`config.mk`:
```
export PLATFORM = sky130hd
export DESIGN_NAME = score_digit_source
export DESIGN_NICKNAME = d
export VERILOG_FILES = /design/src/rtl/score_digit_source.sv
export SDC_FILE = /design/constraint.sdc
export NUM_CORES = 1
export LEC_CHECK = 0
export ABC_AREA = 1
export CAP_MARGIN = 20
export CORE_MARGIN = 8
export CORE_UTILIZATION = 48
export CTS_BUF_LIST = sky130_fd_sc_hd__clkbuf_8
export DETAILED_ROUTE_END_ITERATION = 10
export PLACE_DENSITY_LB_ADDON = 0.12
export SLEW_MARGIN = 25
export SYNTH_ARGS = -nofsm -noshare
export SYNTH_HDL_FRONTEND = slang
export SYNTH_SLANG_ARGS = --single-unit
```
`constraint.sdc`:
```
create_clock -name clk_i -period 2.5 [get_ports clk_i]
set_clock_uncertainty 0.05 [all_clocks]
set_input_delay 0.5 -clock clk_i [delete_from_list [all_inputs] [get_ports clk_i]]
set_output_delay 0.5 -clock clk_i [all_outputs]
set_load 0.03 [all_outputs]
```
`src/rtl/score_digit_source.sv`:
```
// Score and high-score keeper for the Dino_run 4-digit seven-segment display.
// Holds both values as 4-digit BCD, picks one for display, and drives the
// registered digit value/enable pairs with optional leading-zero blanking.
// Digit 0 is the rightmost, least significant digit.
module score_digit_source #(
   parameter bit BLANK_LEADING = 1'b1, // 1: blank leading zeros, 0: all digits lit
   parameter bit SATURATE      = 1'b1  // 1: hold at 9999, 0: wrap to 0000
) (
   input  logic        clk_i,
   input  logic        rst_ni,
   input  logic        clear_i,
   input  logic        inc_i,
   input  logic        freeze_i,
   input  logic        show_hi_i,
   output logic        digit0_en_o,
   output logic [3:0]  digit0_o,
   output logic        digit1_en_o,
   output logic [3:0]  digit1_o,
   output logic        digit2_en_o,
   output logic [3:0]  digit2_o,
   output logic        digit3_en_o,
   output logic [3:0]  digit3_o,
   output logic [15:0] score_o,
   output logic [15:0] hi_score_o,
   output logic        new_hi_o
);

   localparam logic [15:0] BCD_MAX  = 16'h9999;
   localparam logic [15:0] BCD_ZERO = 16'h0000;

   // State registers.
   logic [15:0] r_score;
   logic [15:0] r_hi;
   logic        r_new_hi;

   // Registered display outputs.
   logic [3:0]  r_digit0;
   logic [3:0]  r_digit1;
   logic [3:0]  r_digit2;
   logic [3:0]  r_digit3;
   logic        r_en0;
   logic        r_en1;
   logic        r_en2;
   logic        r_en3;

   // Combinational next-state and display-selection nets.
   logic [15:0] w_score_inc;
   logic [15:0] w_score_d;
   logic        w_hi_raise;
   logic [15:0] w_disp;
   logic        w_en1;
   logic        w_en2;
   logic        w_en3;

   // Decimal increment of a 4-digit BCD word. Each nibble rolls 9 -> 0 and
   // carries into the next; 9999 rolls to 0000, and the caller decides
   // whether that wrap is allowed.
   function automatic logic [15:0] f_bcd_inc(input logic [15:0] v);
      logic [15:0] res;
      logic        carry;
      res   = v;
      carry = 1'b1;
      for (int n = 0; n < 4; n++) begin
         if (carry) begin
            if (v[n*4 +: 4] == 4'd9) begin
               res[n*4 +: 4] = 4'd0;
            end else begin
               res[n*4 +: 4] = v[n*4 +: 4] + 4'd1;
               carry         = 1'b0;
            end
         end
      end
      return res;
   endfunction

   // Candidate incremented score, before the saturate/wrap decision.
   always_comb begin
      w_score_inc = f_bcd_inc(r_score);
   end

   // Next score: clear beats freeze, freeze beats inc; otherwise hold.
   always_comb begin
      w_score_d = r_score;
      if (clear_i) begin
         w_score_d = BCD_ZERO;
      end else if (freeze_i) begin
         w_score_d = r_score;
      end else if (inc_i) begin
         if (r_score == BCD_MAX) begin
            w_score_d = SATURATE ? BCD_MAX : BCD_ZERO;
         end else begin
            w_score_d = w_score_inc;
         end
      end
   end

   // BCD words order the same as their decimal values, so a plain unsigned
   // compare decides a new high score. A wrap to 0000 can never exceed it.
   always_comb begin
      w_hi_raise = (w_score_d > r_hi);
   end

   // Score, high score and the new-high flag for the current game.
   always_ff @(posedge clk_i or negedge rst_ni) begin
      if (!rst_ni) begin
         r_score  <= BCD_ZERO;
         r_hi     <= BCD_ZERO;
         r_new_hi <= 1'b0;
      end else begin
         r_score <= w_score_d;
         if (w_hi_raise) begin
            r_hi <= w_score_d;
         end
         if (clear_i) begin
            r_new_hi <= 1'b0;
         end else if (w_hi_raise) begin
            r_new_hi <= 1'b1;
         end
      end
   end

   // Display source selection and leading-zero enables, taken from the
   // registered state so the display trails the score by one cycle.
   always_comb begin
      w_disp = show_hi_i ? r_hi : r_score;
      if (BLANK_LEADING) begin
         w_en3 = (w_disp[15:12] != 4'd0);
         w_en2 = w_en3 | (w_disp[11:8] != 4'd0);
         w_en1 = w_en2 | (w_disp[7:4] != 4'd0);
      end else begin
         w_en3 = 1'b1;
         w_en2 = 1'b1;
         w_en1 = 1'b1;
      end
   end

   // Registered digit values and enables; blanked digits still carry 0.
   always_ff @(posedge clk_i or negedge rst_ni) begin
      if (!rst_ni) begin
         r_digit0 <= 4'd0;
         r_digit1 <= 4'd0;
         r_digit2 <= 4'd0;
         r_digit3 <= 4'd0;
         r_en0    <= 1'b1;
         r_en1    <= !BLANK_LEADING;
         r_en2    <= !BLANK_LEADING;
         r_en3    <= !BLANK_LEADING;
      end else begin
         r_digit0 <= w_disp[3:0];
         r_digit1 <= w_disp[7:4];
         r_digit2 <= w_disp[11:8];
         r_digit3 <= w_disp[15:12];
         r_en0    <= 1'b1;
         r_en1    <= w_en1;
         r_en2    <= w_en2;
         r_en3    <= w_en3;
      end
   end

   assign score_o     = r_score;
   assign hi_score_o  = r_hi;
   assign new_hi_o    = r_new_hi;
   assign digit0_o    = r_digit0;
   assign digit1_o    = r_digit1;
   assign digit2_o    = r_digit2;
   assign digit3_o    = r_digit3;
   assign digit0_en_o = r_en0;
   assign digit1_en_o = r_en1;
   assign digit2_en_o = r_en2;
   assign digit3_en_o = r_en3;

endmodule

```
==> insert_results.sql <==
INSERT INTO impl_metrics (metric_group, metric, value, unit) VALUES
('clocking', 'worstSkewPairLatency', '0.31', 'ns'),
('setup_path', 'arrival', '3.22', 'ns'),
('cells_and_area', 'syn2layout_area_growth', '61.05', '%'),
('yosys', 'yosys.area.top_type', 'dfrtp_1', ''),
('placed_design', 'dp.final_hpwl', '6617', 'µm'),
('floorplan', 'core_region_area', '0.005921', 'mm²'),
('routing', 'detail-route-antenna-nets', '0', ''),
('setup_path', 'critical-path-slowest-cell', 'dfrtp_2', ''),
('setup_path', 'largest_fanout_on_the_critical_path', '9', ''),
('setup_path', 'critPathKind', 'flop to flop', ''),
('floorplan', 'die_h', '94.34', 'µm'),
('cells_and_area', 'nNetsFinal', '548', ''),
('worst_hold_path', 'holdCritPathClass', 'input pin to async pin', ''),
('yosys', 'synthesis.area_per_instance', '8.204', 'µm²'),
('clocking', 'ctsLongestPathBuffers', '2', ''),
('timing', 'timing.max_slew.rel_slack', '60.10', '%'),
('yosys', 'seq_area_frac_synth', '44.18', '%'),
('global_route', 'grt_antenna_before_repair', '0', ''),
('yosys', 'post-synth-top-area-fraction', '44.18', '%'),
('setup_path', 'setup.worst_path.start', 'score_o[5]', ''),
('yosys', 'synth_top_family_by_area', 'simple AND/OR/NAND/NOR gates', ''),
('floorplan', 'chipWidth', '94.34', 'µm'),
('yosys', 'synth_area', '0.002945', 'mm²'),
('clocking', 'cts_inserted_buffers', '5', ''),
('cells_and_area', 'fin_util', '80.11', '%'),
('global_route', 'grt_first_pass_wirelength', '15620', 'µm'),
('clocking', 'tritoncts_clock_tree', 'done', ''),
('run_status', 'failed_checks', 'negative setup slack', ''),
('clocking', 'root_buffer_cell', 'clkbuf_8', ''),
('routing', 'post-route-drc-count', '0', ''),
('yosys', 'synth_adder_area_share', '10.20', '%'),
('timing', 'min_period', '3.060', 'ns'),
('routing', 'drtIter0Drc', '216', ''),
('global_route', 'grt.overflow.total', '0', ''),
('yosys', 'synth_cells', '359', ''),
('cells_and_area', 'antennaDiodeCount', '0', ''),
('floorplan', 'initial_utilization', '49.75', '%'),
('yosys', 'muxShareOfSynthArea', '0', '%'),
('timing', 'final-max-slew-violation-count', '0', ''),
('yosys', 'post_synth_and_or_nand_nor_area_fraction', '23.24', '%'),
('timing', 'setup_total_negative_slack', '-8.869', 'ns'),
('timing', 'final.period_utilization', '122.4', '%'),
('setup_path', 'timing.critical_path.slowest_cell_delay', '0.42', 'ns'),
('setup_path', 'crit_path_end_kind', 'flop', ''),
('routing', 'num_vias', '3162', ''),
('setup_path', 'reg2reg_setup_slack', '-0.56', 'ns'),
('clocking', 'clkSinkCount', '52', ''),
('pwr', 'powerDensity', '593.7', 'mW/mm²'),
('setup_path', 'critical_path_required', '2.66', 'ns'),
('pwr', 'leakage', '0.002311', 'µW'),
('setup_path', 'timing.reg2reg.worst_path_depth', '22', ''),
('run_status', 'result_of_the_run', 'complete, but fails checks', ''),
('setup_path', 'regToRegStartpoint', 'score_o[5]', ''),
('yosys', 'synthesis.yosys.warnings', '0', ''),
('setup_path', 'start_kind', 'flop', ''),
('yosys', 'synth.ff_latch_count', '52', ''),
('placed_design', 'globalplace.congestion', '0.8857', ''),
('cells_and_area', 'fin_cells', '594', ''),
('floorplan', 'number_of_top_level_design_ports', '59', ''),
('timing', 'setup_ws', '-0.5604', 'ns'),
('routing', 'post_drt_via_cell_ratio', '5.323', ''),
('global_route', 'grt_pass1_vias', '3212', ''),
('yosys', 'synth_compound_area_share', '12.57', '%'),
('timing', 'report.final.setup_viol', '17', ''),
('cells_and_area', 'fillCellCount', '364', ''),
('placed_design', 'placedCellCount', '553', ''),
('clocking', 'cts.reportedPaths.clkPinSlew', '0.10', 'ns'),
('floorplan', 'die-area', '0.008899', 'mm²'),
('placed_design', 'port-buffer-count', '57', ''),
('cells_and_area', 'final_layout_size_suffix_gt1_share', '36.61', '%'),
('global_route', 'grt_start_max_net_pins', '33', '');
==> synthesized netlist by cell type, drive strengths merged <==
master  instances
a21boi          1
a21o            1
a21oi          20
buf             6
clkbuf          1
conb            1
dfrtp          52
ha             24
inv            57
nand2          94
nand3          18
nand4           4
nor2           27
nor3            4
nor4            3
o21ai          42
or2             1
xor2            3
==> stage by stage <==
step	hold slack (ns)	setup slack, ns	total power [µW]
floorplan	0.1544	-0.2583	1676
global placement	0.4355	-0.6083	2094
detailed placement	0.4462	-0.6553	2117
CTS	0.1563	-0.2925	2858
global route	0.1831	-0.6660	2935
finish	0.1353	-0.5604	2816
==> cell families after synthesis <==
group,count (synthesis)
compound gates,64
xor+xnor,3
fa+ha+maj,24
buf+inv,64
flops,52
other cells,1
simple gates,151
==> area by class of cell <==
class,count,area [µm²],share of cell area [%]
clock inverters,2,7.507,0.1583
clock buffers,6,82.58,1.741
well taps,75,93.84,1.978
repair buffers,158,1383,29.15
multi-input cells,244,1652,34.82
flip-flops and latches,52,1309,27.59
inverters,57,216.5,4.563
==> power by group <==
group          switching [µW]  internal, µW
Combinational             832           480
Clock                     283           219
Sequential               64.0           939
==> layout by cell type (no fill, tap or decap), types with 4 or more instances in the layout <==
cell,instances
nor2_1,14
inv_2,10
nor2_4,10
nand2_1,74
nand4_1,4
ha_4,5
ha_1,18
dfrtp_2,6
buf_6,6
nand2_4,7
buf_4,92
clkbuf_8,6
o21ai_1,11
nand2_2,13
clkdlybuf4s50_1,55
o21ai_0,22
a21oi_1,13
nand3_1,14
o21ai_2,9
a21oi_2,4
inv_1,48
dfrtp_1,46
==> sequential cells by signal, indices dropped and copies added, names as in the netlist <==
register,cells
digit0_o,4
digit1_en_o,1
digit1_o,4
digit2_en_o,1
digit2_o,4
digit3_en_o,1
digit3_o,4
hi_score_o,16
new_hi_o,1
score_o,16
==> worst max-delay path: cells and delay by family, from the launching register on <==
kind | cells | cell delay, ns
compound gates | 3 | 0.22
buf+inv | 5 | 0.44
flops | 1 | 0.42
fa+ha+maj | 2 | 0.30
simple gates | 12 | 1.51
==> timing repair <==
item                                    CTS  global route
hold buffers                              0             0
pin swaps                                18            18
gates resized for setup                  46            11
gates cloned                              1             1
buffers inserted                         28             5
endpoints found under the setup margin   17            17
==> worst max-delay path by stage <==
stage                           to  cells past startpoint
CTS                  hi_score_o[6]                     23
floorplan                 new_hi_o                     19
global placement     hi_score_o[2]                     17
detailed placement   hi_score_o[2]                     18
finish              hi_score_o[12]                     22
global route        hi_score_o[12]                     22
==> layer usage <==
layer  global-route usage [%]  vias to the layer above  part of all wire, %
met5                        0                        -                    0
met4                    11.10                        0                  4.4
met3                    4.127                       44                  6.4
met2                    40.38                      140                   50
met1                    24.58                     1509                   39
li1                         -                     1469                    -
Power figures use the tool's default switching activity.
